`config.mk`:
```
export PLATFORM = sky130hd
export DESIGN_NAME = main_control_fsm
export DESIGN_NICKNAME = d
export VERILOG_FILES = /design/src/rtl/main_control_fsm.sv
export SDC_FILE = /design/constraint.sdc
export NUM_CORES = 1
export LEC_CHECK = 0
export ABC_CLOCK_PERIOD_IN_PS = 6400
export CORE_ASPECT_RATIO = 0.75
export CORE_MARGIN = 1
export CORE_UTILIZATION = 45
export DETAILED_ROUTE_END_ITERATION = 12
export PLACE_DENSITY_LB_ADDON = 0.08
export SLEW_MARGIN = 20
export SYNTH_ARGS = -nofsm -noshare
export SYNTH_HDL_FRONTEND = slang
export SYNTH_SLANG_ARGS = --single-unit
```
`constraint.sdc`:
```
create_clock -name clk -period 6.4 [get_ports clk]
set_input_delay 0.64 -clock clk [delete_from_list [all_inputs] [get_ports clk]]
set_output_delay 0.64 -clock clk [all_outputs]
set_load 0.005 [all_outputs]
```
`src/rtl/main_control_fsm.sv`:
```
`default_nettype none
// ============================================================================
// Module   : main_control_fsm
// Purpose  : Multicycle MIPS main control. Sequences fetch/decode/execute/
//            memory/write-back and drives every datapath strobe and select.
// Revision : 1.0 - initial release
// ============================================================================
module main_control_fsm (
  input  logic       clk,
  input  logic       rst_n,
  input  logic [5:0] opcode,
  input  logic       mem_ready,
  output logic       pc_write,
  output logic       pc_write_cond,
  output logic [1:0] pc_source,
  output logic       i_or_d,
  output logic       mem_read,
  output logic       mem_write,
  output logic       ir_write,
  output logic       reg_dst,
  output logic       mem_to_reg,
  output logic       reg_write,
  output logic       alu_src_a,
  output logic [1:0] alu_src_b,
  output logic [3:0] alu_op,
  output logic       illegal_op,
  output logic [3:0] state
);

  localparam logic [5:0] c_OP_RTYPE = 6'b000000;
  localparam logic [5:0] c_OP_LW    = 6'b100011;
  localparam logic [5:0] c_OP_SW    = 6'b101011;
  localparam logic [5:0] c_OP_BEQ   = 6'b000100;
  localparam logic [5:0] c_OP_J     = 6'b000010;
  localparam logic [5:0] c_OP_ADDI  = 6'b001000;
  localparam logic [5:0] c_OP_ANDI  = 6'b001100;

  typedef enum logic [3:0] {
    ST_FETCH     = 4'd0,
    ST_DECODE    = 4'd1,
    ST_MEM_ADDR  = 4'd2,
    ST_MEM_READ  = 4'd3,
    ST_MEM_WB    = 4'd4,
    ST_MEM_WRITE = 4'd5,
    ST_R_EXEC    = 4'd6,
    ST_R_WB      = 4'd7,
    ST_BEQ       = 4'd8,
    ST_JUMP      = 4'd9,
    ST_ADDI_EXEC = 4'd10,
    ST_ANDI_EXEC = 4'd11,
    ST_I_WB      = 4'd12,
    ST_ILLEGAL   = 4'd13,
    ST_UNUSED_E  = 4'd14,
    ST_UNUSED_F  = 4'd15
  } state_t;

  state_t     state_q, state_d, w_state_nxt;
  logic       is_store_q;
  logic       illegal_q, illegal_d;

  // Registered copies of the state-decoded controls; they always describe
  // state_q because they are loaded from the decode of the next state.
  logic       fetch_q,         fetch_d;
  logic       pc_write_q,      pc_write_d;
  logic       pc_write_cond_q, pc_write_cond_d;
  logic [1:0] pc_source_q,     pc_source_d;
  logic       i_or_d_q,        i_or_d_d;
  logic       mem_read_q,      mem_read_d;
  logic       mem_write_q,     mem_write_d;
  logic       reg_dst_q,       reg_dst_d;
  logic       mem_to_reg_q,    mem_to_reg_d;
  logic       reg_write_q,     reg_write_d;
  logic       alu_src_a_q,     alu_src_a_d;
  logic [1:0] alu_src_b_q,     alu_src_b_d;
  logic [3:0] alu_op_q,        alu_op_d;
  logic       w_fetch_hs;

  // Next-state sequencing; memory states hold until mem_ready
  always_comb begin
    state_d = state_q;
    case (state_q)
      ST_FETCH:     if (mem_ready) state_d = ST_DECODE;
      ST_DECODE: begin
        case (opcode)
          c_OP_LW, c_OP_SW: state_d = ST_MEM_ADDR;
          c_OP_RTYPE:       state_d = ST_R_EXEC;
          c_OP_BEQ:         state_d = ST_BEQ;
          c_OP_J:           state_d = ST_JUMP;
          c_OP_ADDI:        state_d = ST_ADDI_EXEC;
          c_OP_ANDI:        state_d = ST_ANDI_EXEC;
          default:          state_d = ST_ILLEGAL;
        endcase
      end
      ST_MEM_ADDR:  state_d = is_store_q ? ST_MEM_WRITE : ST_MEM_READ;
      ST_MEM_READ:  if (mem_ready) state_d = ST_MEM_WB;
      ST_MEM_WB:    state_d = ST_FETCH;
      ST_MEM_WRITE: if (mem_ready) state_d = ST_FETCH;
      ST_R_EXEC:    state_d = ST_R_WB;
      ST_R_WB:      state_d = ST_FETCH;
      ST_BEQ:       state_d = ST_FETCH;
      ST_JUMP:      state_d = ST_FETCH;
      ST_ADDI_EXEC: state_d = ST_I_WB;
      ST_ANDI_EXEC: state_d = ST_I_WB;
      ST_I_WB:      state_d = ST_FETCH;
      default:      state_d = ST_ILLEGAL;  // ILLEGAL and the unused codes
    endcase
    w_state_nxt = rst_n ? state_d : ST_FETCH;
    illegal_d   = (state_d == ST_ILLEGAL) || (state_d == ST_UNUSED_E) ||
                  (state_d == ST_UNUSED_F);
  end

  // Control decode of the state the FSM is about to enter
  always_comb begin
    fetch_d         = 1'b0;
    pc_write_d      = 1'b0;
    pc_write_cond_d = 1'b0;
    pc_source_d     = 2'b00;
    i_or_d_d        = 1'b0;
    mem_read_d      = 1'b0;
    mem_write_d     = 1'b0;
    reg_dst_d       = 1'b0;
    mem_to_reg_d    = 1'b0;
    reg_write_d     = 1'b0;
    alu_src_a_d     = 1'b0;
    alu_src_b_d     = 2'b00;
    alu_op_d        = 4'b0000;
    case (w_state_nxt)
      ST_FETCH:     begin fetch_d = 1'b1; mem_read_d = 1'b1; alu_src_b_d = 2'b01; end
      ST_DECODE:    alu_src_b_d = 2'b11;
      ST_MEM_ADDR:  begin alu_src_a_d = 1'b1; alu_src_b_d = 2'b10; end
      ST_MEM_READ:  begin mem_read_d = 1'b1; i_or_d_d = 1'b1; end
      ST_MEM_WB:    begin reg_write_d = 1'b1; mem_to_reg_d = 1'b1; end
      ST_MEM_WRITE: begin mem_write_d = 1'b1; i_or_d_d = 1'b1; end
      ST_R_EXEC:    begin alu_src_a_d = 1'b1; alu_op_d = 4'b0010; end
      ST_R_WB:      begin reg_write_d = 1'b1; reg_dst_d = 1'b1; end
      ST_BEQ: begin
        alu_src_a_d     = 1'b1;
        alu_op_d        = 4'b0001;
        pc_write_cond_d = 1'b1;
        pc_source_d     = 2'b01;
      end
      ST_JUMP:      begin pc_write_d = 1'b1; pc_source_d = 2'b10; end
      ST_ADDI_EXEC: begin alu_src_a_d = 1'b1; alu_src_b_d = 2'b10; end
      ST_ANDI_EXEC: begin alu_src_a_d = 1'b1; alu_src_b_d = 2'b10; alu_op_d = 4'b0011; end
      ST_I_WB:      reg_write_d = 1'b1;
      default:      ;
    endcase
  end

  // State register, sticky illegal flag and registered control outputs
  always_ff @(posedge clk) begin
    if (!rst_n) begin
      state_q    <= ST_FETCH;
      is_store_q <= 1'b0;
      illegal_q  <= 1'b0;
    end else begin
      state_q   <= state_d;
      illegal_q <= illegal_q | illegal_d;
      if (state_q == ST_DECODE) is_store_q <= (opcode == c_OP_SW);
    end
    fetch_q         <= fetch_d;
    pc_write_q      <= pc_write_d;
    pc_write_cond_q <= pc_write_cond_d;
    pc_source_q     <= pc_source_d;
    i_or_d_q        <= i_or_d_d;
    mem_read_q      <= mem_read_d;
    mem_write_q     <= mem_write_d;
    reg_dst_q       <= reg_dst_d;
    mem_to_reg_q    <= mem_to_reg_d;
    reg_write_q     <= reg_write_d;
    alu_src_a_q     <= alu_src_a_d;
    alu_src_b_q     <= alu_src_b_d;
    alu_op_q        <= alu_op_d;
  end

  // IR/PC load in FETCH follows the memory handshake; a low rst_n kills every
  // output in the same cycle so an abandoned instruction issues nothing.
  assign w_fetch_hs    = fetch_q & mem_ready;
  assign pc_write      = rst_n & (pc_write_q | w_fetch_hs);
  assign ir_write      = rst_n & w_fetch_hs;
  assign pc_write_cond = rst_n & pc_write_cond_q;
  assign mem_read      = rst_n & mem_read_q;
  assign mem_write     = rst_n & mem_write_q;
  assign reg_write     = rst_n & reg_write_q;
  assign i_or_d        = rst_n & i_or_d_q;
  assign reg_dst       = rst_n & reg_dst_q;
  assign mem_to_reg    = rst_n & mem_to_reg_q;
  assign alu_src_a     = rst_n & alu_src_a_q;
  assign pc_source     = rst_n ? pc_source_q : 2'b00;
  assign alu_src_b     = rst_n ? alu_src_b_q : 2'b00;
  assign alu_op        = rst_n ? alu_op_q    : 4'b0000;
  assign illegal_op    = rst_n & illegal_q;
  assign state         = state_q;

endmodule
`default_nettype wire

```
==> out/qor.txt, run 1 <==
Outcome - finished, final reports clean
Cell taking the most area after synthesis - dfxtp_1
Final worst clock skew - 0.00164 ns
Initial antenna violation count - 0
Fin crit share - 46.9%
CTS tree - yes
Wire per inst - 14.3 µm
Setup crit start kind - primary input
Total grt overflow - 0
Routed Antenna Nets - 0
Max-slew violation count - 0
Port Buffers - 29
NumNets Final - 166
Core footprint - 2330 µm²
Diode count - 0
Compound-cell area share of the yosys netlist - 17.5%
RSZ-0062 raised after global routing - no
Max capacitance violation total - 0
Largest family of logic cells by synthesized area - simple AND/OR/NAND/NOR gates
Max Fclk - 333 MHz
Worst Path Class, Setup - in2out
Post-synthesis sequential area ratio - 37.3%
P per Cell Area - 268 nW/µm²
Mux cell area share after synthesis - 0%
Setup repair bufs after CTS - 0
H-tree depth - 1
Root Buffer - clkbuf_4
Clock Pin Slew Worst Setup and Hold Paths - 0.12 ns
Area delta synth->final - 25.9%
Initial Util - 48.4%
Routed via count - 1058
#FFs+latches synth - 21
Hold depth - 2
Ys Warns - 0
Post-synth top area share - 37.3%
Crit Path Max Fanout - 24
Post_cts resized - 0
Post-DR vias/cell - 5.57
Routability cong. - 0.813
Post-DP HPWL - 1.94 mm
TNS Setup - 0 ns
CTS max path bufs - 2
Chip height - 45.3 µm
Largest net degree at the start of global routing - 25
Die width - 59.8 µm
Rows - 15
Setup violations, final - 0
Total wire length - 2.73 mm
Non-filler instance count after layout - 190
VDD IR max - 0.200 mV
Mapped cell area - 1130 µm²
Cells after DPL - 186
Wire length of the first global-routing pass - 4.37 mm
Lkg Pwr - 0.000550 µW
Hold buffers post-CTS - 0
Post-Synth XOR/XNOR Area - 0.777%
DR iter-0 viols - 84
Netlist cell types - 45
Final Hold Viols - 0
DIE AREA - 2710 µm²
Post-Synth Adder-Cell Area - 0%
Post-route DRC violation count - 0
Top-level I/O count - 32
Critical Path Sink Type - primary output
WP data arrival - 2.36 ns
CTS Buf Count - 3
Worst skew pair latency - 0.31 ns
Main synth FF type - dfxtp_1
Synth Instances - 133
TritonRoute pass-1 iters - 4
Slew @ Worst Pin - 0.596 ns
Slew HR - 60.1%
Crit path time final - 3.00 ns
Via count of the first global-routing pass - 923
Simple-gate share of the synthesized area - 35.7%
CP Data Required Time - 5.76 ns
Syn_area_per_cell - 8.48 µm²
Hold WC Path Type - reg2reg
Area contributors post-synth - dfxtp_1 (37%), and2_1 (7.8%), nor4_1 (3.9%), a21oi_1 (2.7%), nor3_1 (2.7%)
Worst reg-to-reg path cell count - 5
Fraction of registers with async set/reset - 0%
Layout cells sized above 1 - 5.77%
EDFF count, synth - 0
GRT Total Usage - 22.4%
CTS sink cnt - 21
## registers in the layout, summed over array words and instances, names as in the netlist
name             count
mem_write_q          1
pc_write_cond_q      1
mem_read_q           1
fetch_q              1
alu_op_q             2
alu_src_b_q          2
pc_source_q          1
reg_dst_q            1
alu_src_a_q          1
i_or_d_q             1
illegal_q            1
pc_write_q           1
is_store_q           1
mem_to_reg_q         1
state                4
reg_write_q          1
## power by group
group	total, µW	switching, µW	internal [µW]
Clock	67.1	42.8	24.4
Combinational	147	77.4	69.7
Sequential	166	15.2	150
## cell type report
cell class,count,area (µm²)
fill,226,908
inverter,6,22.5
multi-input combinational,96,617
clock buffer,4,26.3
timing repair buffer,29,290
tap,34,42.5
sequential,21,420
## placed cells by master (no fill, tap or decap), types with 2 or more instances in the layout
cell,count
clkdlybuf4s50_1,29
dfxtp_1,21
and2_1,14
nand2_1,7
nor4_1,7
nor3_1,6
inv_1,6
a21oi_1,6
nor2_1,5
o31ai_1,4
nor2b_1,4
o21ai_0,4
nand2b_1,3
a21o_1,3
clkbuf_4,3
nor3b_1,2
a211o_1,2
nand4_1,2
and3_1,2
conb_1,2
## worst max-delay path, cell delays in order
cell and delay (ns):
clkdlybuf4s50_1 0.85, and3_1 0.29, a21o_1 0.09, clkdlybuf4s50_1 0.49
## worst paths after layout
kind / startpoint / to / slack, ns
setup / recovery: rst_n / pc_write / 3.40
hold / removal: illegal_q / illegal_q / 0.51
setup reg to reg: state[0] / alu_src_a_q / 3.90
hold reg to reg: illegal_q / illegal_q / 0.51
## cell usage after synthesis (2+ instances only)
master	count
clkbuf_1	3
a21oi_1	6
a211o_1	2
inv_1	6
nor2b_1	4
nand4_1	2
nand2_1	7
a21o_1	3
nor2_1	5
buf_4	3
buf_2	3
nor4_1	7
o31ai_1	4
nand2b_1	3
dfxtp_1	21
and2_1	14
nor3_1	6
and3_1	2
nor3b_1	2
buf_6	2
o21ai_0	4
## per-stage QoR
step | total power (µW) | hold slack [ns] | setup slack, ns | util (%) | area, µm²
after floorplan | 267 | 0.424 | 4.33 | - | 1130
after global placement | 306 | 0.445 | 3.42 | 59.8 | 1390
after detailed placement | 313 | 0.450 | 3.39 | 59.8 | 1390
after CTS | 376 | 0.501 | 3.37 | 61.0 | 1420
after global routing | 401 | 0.552 | 3.29 | 61.0 | 1420
final | 380 | 0.514 | 3.40 | 61.0 | 1420
## per-layer routing
metal | vias up | GRT usage (%) | wire [µm]
met2 | 34 | 35.1 | 1260
met3 | 2 | 6.59 | 139
met1 | 500 | 31.4 | 1310
met5 | - | 0 | 0
li1 | 522 | - | -
met4 | 0 | 3.26 | 12
## kinds of logic (layout without fill, tap and decap cells)
logic type	after synthesis	count (layout)
DFF	21	21
and+or+nand+nor	65	65
other	1	2
xor gates and xnor gates	1	1
AOI/OAI and AO/OA	28	28
buffers and inverters	17	39
Note: power is estimated with default switching activity, not from simulation.
==> run 2, diff against run 1 <==
Settings changed: ABC_CLOCK_PERIOD_IN_PS 6400 to 2440, CORE_UTILIZATION 45 to 42.
Clock period 6.4 ns to 2.44 ns, I/O delays scaled along.
==> out/qor.txt, run 2 (synthesis results as in run 1) <==
Total wire length - 2.64 mm (-3.0%)
Clock Pin Slew Worst Setup and Hold Paths - 0.12 ns (about the same)
Lkg Pwr - 0.000582 µW (+5.9%)
Commonest non-fill, non-tap cell in the layout - clkdlybuf4s50_1
Final Cell Area - 1470 µm² (+3.6%)
Fin util - 60.7% (-0.24 points)
Setup crit start kind - register
Slowest-stage cell, CP - or4b_4
Sw frac - 34.1% (-1.6 points)
Gate power share - 42.2% (+3.5 points)
CTS sink cnt - 21 (unchanged)
GRT Total Usage - 20.3% (-2.2 points)
CTS Buf Count - 3 (unchanged)
Max Fclk - 458 MHz
Most frequent cells in the layout - clkdlybuf4s50_1 (29), dfxtp_1 (21), and2_1 (14), nand2_1 (7), nor4_1 (7)
Hold Path Origin - illegal_q
Post-route DRC violation count - 0 (unchanged)
Area delta synth->final - 30.4%
Critical Path Sink Type - register
Post-DP HPWL - 1.92 mm (-1.2%)
Largest net degree at the start of global routing - 23 (-8.0%)
WP data arrival - 2.43 ns (+0.07 ns)
Core footprint - 2420 µm² (+4.0%)
Initial antenna violation count - 0 (unchanged)
Internal power - 664 µW (+170%)
Diode count - 0 (unchanged)
Root Buffer - clkbuf_4
Routability cong. - 0.847 (+4.2%)
CTS max path bufs - 2 (unchanged)
Total grt overflow - 0 (unchanged)
Port Buffers - 29 (unchanged)
Die width - 61.8 µm (+3.4%)
TNS Setup - 0 ns (unchanged)
Worst Path Class, Setup - reg2reg
Part of the power in registers - 41.4% (-2.2 points)
TritonRoute pass-1 iters - 4 (unchanged)
Layout cells sized above 1 - 10.5% (+4.7 points)
Area after DPL - 1440 µm² (+3.2%)
Critical Path, Cell by Cell - or4b_4 -> or2_1 -> o2bb2ai_2 -> or3b_1 -> a21oi_1
Switching pwr - 343 µW (+150%)
Max-slew violation count - 0 (unchanged)
Crit Path Max Fanout - 9 (-63%)
RSZ-0062 raised after global routing - no
Top delay family on crit path - simple AND/OR/NAND/NOR gates
Critical path origin - state[1]
Crit path time final - 2.18 ns
Clock power share - 16.4% (-1.3 points)
Top-level I/O count - 32 (unchanged)
# fillers - 208 (-8.0%)
Fin crit share - 89.5%
DIE AREA - 2900 µm² (+6.9%)
VDD IR max - 0.408 mV (+100%)
Routed Antenna Nets - 0 (unchanged)
Hold WC Path Type - reg2reg
Initial Util - 46.6% (-1.9 points)
Wire length of the first global-routing pass - 4.20 mm (-4.1%)
Rows - 15 (unchanged)
Worst stage delay on the critical path - 0.61 ns (-0.24 ns)
Outcome - finished, final reports clean
CP Data Required Time - 2.68 ns (-3.08 ns)
Slew HR - 64.7% (+4.5 points)
CTS tree - yes
Final worst clock skew - 0.00854 ns (+0.00690 ns)
Final Hold Viols - 0 (unchanged)
Wire per inst - 13.5 µm (-5.9%)
Post-DR vias/cell - 5.45 (-2.1%)
H-tree depth - 1 (unchanged)
NumNets Final - 172 (+3.6%)
Worst skew pair latency - 0.31 ns (about the same)
Reg-to-Reg Start - state[1]
P per Cell Area - 685 nW/µm² (+160%)
DR iter-0 viols - 28 (-67%)
Slew @ Worst Pin - 0.527 ns (-0.0697 ns)
Sequential cell area - 420 µm² (unchanged)
Via count of the first global-routing pass - 888 (-3.8%)
Crit path buf inv count - 0 (-2)
Max capacitance violation total - 0 (unchanged)
Routed via count - 1069 (+1.0%)
Chip height - 46.9 µm (+3.4%)
Max reg flops - 4 (unchanged)
Setup violations, final - 0 (unchanged)
Footprint of the multi-input gates - 622 µm² (+0.81%)
Fin Hold WS - 0.481 ns (-0.0328 ns)
run 2: cell count changes in the layout (fill, tap and decap cells not counted), sizes merged:
cell | before | now
clkinv | 0 | 1
buf | 0 | 6
clkbuf | 4 | 3
run 2: cell type report:
cell class | count | share of cell area [%]
Timing Repair Buffer | 35 | 22.8
Multi-Input combinational cell | 96 | 42.3
Tap cell | 34 | 2.89
Clock buffer | 3 | 1.53
Clock inverter | 1 | 0.340
Sequential cell | 21 | 28.6
Inverter | 6 | 1.53
run 2: metrics by stage:
step | instances | setup slack [ns] | power (µW)
2_1_floorplan | 134 | 0.365 | 700
3_3_place_gp | 192 | 0.107 | 830
3_5_place_dp | 192 | 0.00945 | 838
4_1_cts | 196 | 0.160 | 1010
5_1_grt | 196 | 0.0895 | 1090
6_report | 196 | 0.257 | 1010
run 2: worst min-delay path: stages (launching register included):
cell     delay, ns
dfxtp_1       0.32
nand2_1       0.06
o31ai_1       0.07
run 2: final timing paths:
check	end	slack, ns	cells after the start
max	alu_src_a_q	0.26	5
min	illegal_q	0.48	2
max reg2reg	alu_src_a_q	0.26	5
min reg2reg	illegal_q	0.48	2
run 2: timing repair:
| action | 4_1_cts | 5_1_grt |
|---|---|---|
| hold buffers | 0 | 0 |
| buffers inserted | 0 | 0 |
| resized for setup | 0 | 1 |
| setup endpoints to repair | 0 | 3 |
| endpoints found under the hold margin | 0 | 0 |
run 2: power by group through the flow:
stage          Sequential (µW)  Combinational, µW  Clock [µW]
4_1_cts                    417                417         172
2_1_floorplan              415                285           0
3_5_place_dp               426                413           0
5_1_grt                    421                468         196
3_3_place_gp               422                408           0
6_report                   417                425         165
run 2: layer usage:
layer	vias up	share of wire, %	global-route usage, %
met5	-	0	0
met4	0	0	2.67
met3	0	6.1	6.06
met2	36	45	28.8
met1	499	49	30.8
li1	534	-	-
==> run 3, diff against run 2 <==
Settings changed: CELL_PAD_IN_SITES_DETAIL_PLACEMENT set to 1, CELL_PAD_IN_SITES_GLOBAL_PLACEMENT set to 1, CORE_UTILIZATION 42 to 31, TNS_END_PERCENT set to 1.
==> out/qor.txt, run 3 (synthesis results as in run 1) <==
P per Cell Area - 722 nW/µm² (+5.4%)
Routability cong. - 0.739 (-13%)
Reg-to-Reg Start - state[2]
Max-slew violation count - 0 (unchanged)
NumNets Final - 173 (+0.58%)
CTS Buf Count - 3 (unchanged)
Critical Path Sink Type - register
Total grt overflow - 0 (unchanged)
Initial Util - 33.4% (-13 points)
Clock Pin Slew Worst Setup and Hold Paths - 0.07 ns (-0.05 ns)
Critical Path, Cell by Cell - or4b_4 -> or2_1 -> o2bb2ai_2 -> nand2_1 -> nor4_1
Root Buffer - clkbuf_8
CTS sink cnt - 21 (unchanged)
Total wire length - 3.10 mm (+17%)
Part of the power in registers - 39.2% (-2.2 points)
Switching pwr - 363 µW (+5.9%)
GRT Total Usage - 17.6% (-2.7 points)
Setup ws final - 0.196 ns (-0.0603 ns)
Footprint of the multi-input gates - 617 µm² (-0.80%)
Layout cells sized above 1 - 9.82% (-0.68 points)
Core footprint - 3380 µm² (+40%)
CTS max path bufs - 2 (unchanged)
Port Buffers - 29 (unchanged)
Commonest non-fill, non-tap cell in the layout - clkdlybuf4s50_1
Slowest-stage cell, CP - or4b_4
Worst Path Class, Setup - reg2reg
Max capacitance violation total - 0 (unchanged)
Hold buffers post-CTS - 0 (unchanged)
Post-route DRC violation count - 0 (unchanged)
Outcome - finished, final reports clean
Pre-CTS WS - 0.124 ns (+0.114 ns)
VDD IR max - 0.406 mV (-0.61%)
Lkg Pwr - 0.000593 µW (+1.9%)
Die width - 71.6 µm (+16%)
Post_cts resized - 0 (unchanged)
Internal power - 718 µW (+8.1%)
Routed Antenna Nets - 0 (unchanged)
DR iter-0 viols - 56 (+100%)
CP Data Required Time - 2.59 ns (-0.09 ns)
TNS Setup - 0 ns (unchanged)
Final Hold Viols - 0 (unchanged)
Top-level I/O count - 32 (unchanged)
Chip height - 54.2 µm (+16%)
Sequential cell area - 420 µm² (unchanged)
H-tree depth - 1 (unchanged)
Slew HR - 65.2% (+0.56 points)
Slew @ Worst Pin - 0.518 ns (-0.00834 ns)
WP data arrival - 2.39 ns (-0.04 ns)
Wire length of the first global-routing pass - 5.22 mm (+24%)
Initial antenna violation count - 0 (unchanged)
Area after DPL - 1450 µm² (+1.0%)
Gate power share - 40.2% (-2.0 points)
Setup repair bufs after CTS - 0 (unchanged)
DIE AREA - 3880 µm² (+34%)
Most frequent cells in the layout - clkdlybuf4s50_1 (29), dfxtp_1 (21), and2_1 (14)
Routed via count - 1081 (+1.1%)
Largest net degree at the start of global routing - 23 (unchanged)
Wire per inst - 15.3 µm (+13%)
Design Power - 1080 µW (+7.4%)
Hold WC Path Type - reg2reg
Rows - 18 (+3)
RSZ-0062 raised after global routing - no
Diode count - 0 (unchanged)
Critical path origin - state[2]
CTS tree - yes
Max reg flops - 4 (unchanged)
# fillers - 407 (+96%)
Max Fclk - 446 MHz (-2.7%)
Post-DP HPWL - 2.24 mm (+17%)
Final Cell Area - 1500 µm² (+1.9%)
Fin crit share - 92.0% (+2.5 points)
Setup crit start kind - register
Crit path time final - 2.24 ns (+0.0603 ns)
Sw frac - 33.6% (-0.46 points)
Post-DR vias/cell - 5.33 (-2.4%)
Crit Path Max Fanout - 14 (+5)
Worst skew pair latency - 0.26 ns (-0.05 ns)
Clock power share - 20.6% (+4.2 points)
Setup violations, final - 0 (unchanged)
Area delta synth->final - 32.9%
Fin Hold WS - 0.470 ns (-0.0108 ns)
Worst stage delay on the critical path - 0.58 ns (-0.03 ns)
TritonRoute pass-1 iters - 4 (unchanged)
Final worst clock skew - 0.00297 ns (-0.00557 ns)
Hold Path Origin - illegal_q
Via count of the first global-routing pass - 1053 (+19%)
run 3: power by group through the flow:
stage	Clock (µW)	Sequential [µW]	Combinational, µW
floorplan	0	415	285
global placement	0	429	423
detailed placement	0	431	425
CTS	229	424	431
global route	252	431	475
finish	223	424	434
run 3: through the flow:
step,instances,utilization (%)
finish,203,44.3
global route,203,44.3
CTS,203,44.3
detailed placement,199,43.0
global placement,199,43.0
floorplan,134,-
run 3: path summary, 6_finish.rpt:
path	end	slack, ns	cells past startpoint
worst min register to register	illegal_q	0.47	2
worst min-delay path	illegal_q	0.47	2
worst max-delay path	reg_dst_q	0.20	5
worst max register to register	reg_dst_q	0.20	5
run 3: cell type report:
cell class              count  area share, %
inverters                   6           1.50
repair buffers             36           22.9
flip-flops and latches     21           28.1
multi-input cells          96           41.2
well taps                  40           3.34
clock buffers               4           3.01
run 3: routing by layer:
layer	vias to the layer above	track usage (%)	share of wire, %
met2	22	27.0	42
met5	-	0	0
met3	2	4.42	3.4
li1	534	-	-
met4	0	2.94	0.23
met1	523	25.3	54
run 3: critical path: cells and delay by family (launching register included):
family	cells	cell delay, ns
flip-flops	1	0.44
AO/OA/AOI/OAI	1	0.33
AND/OR/NAND/NOR	4	1.37
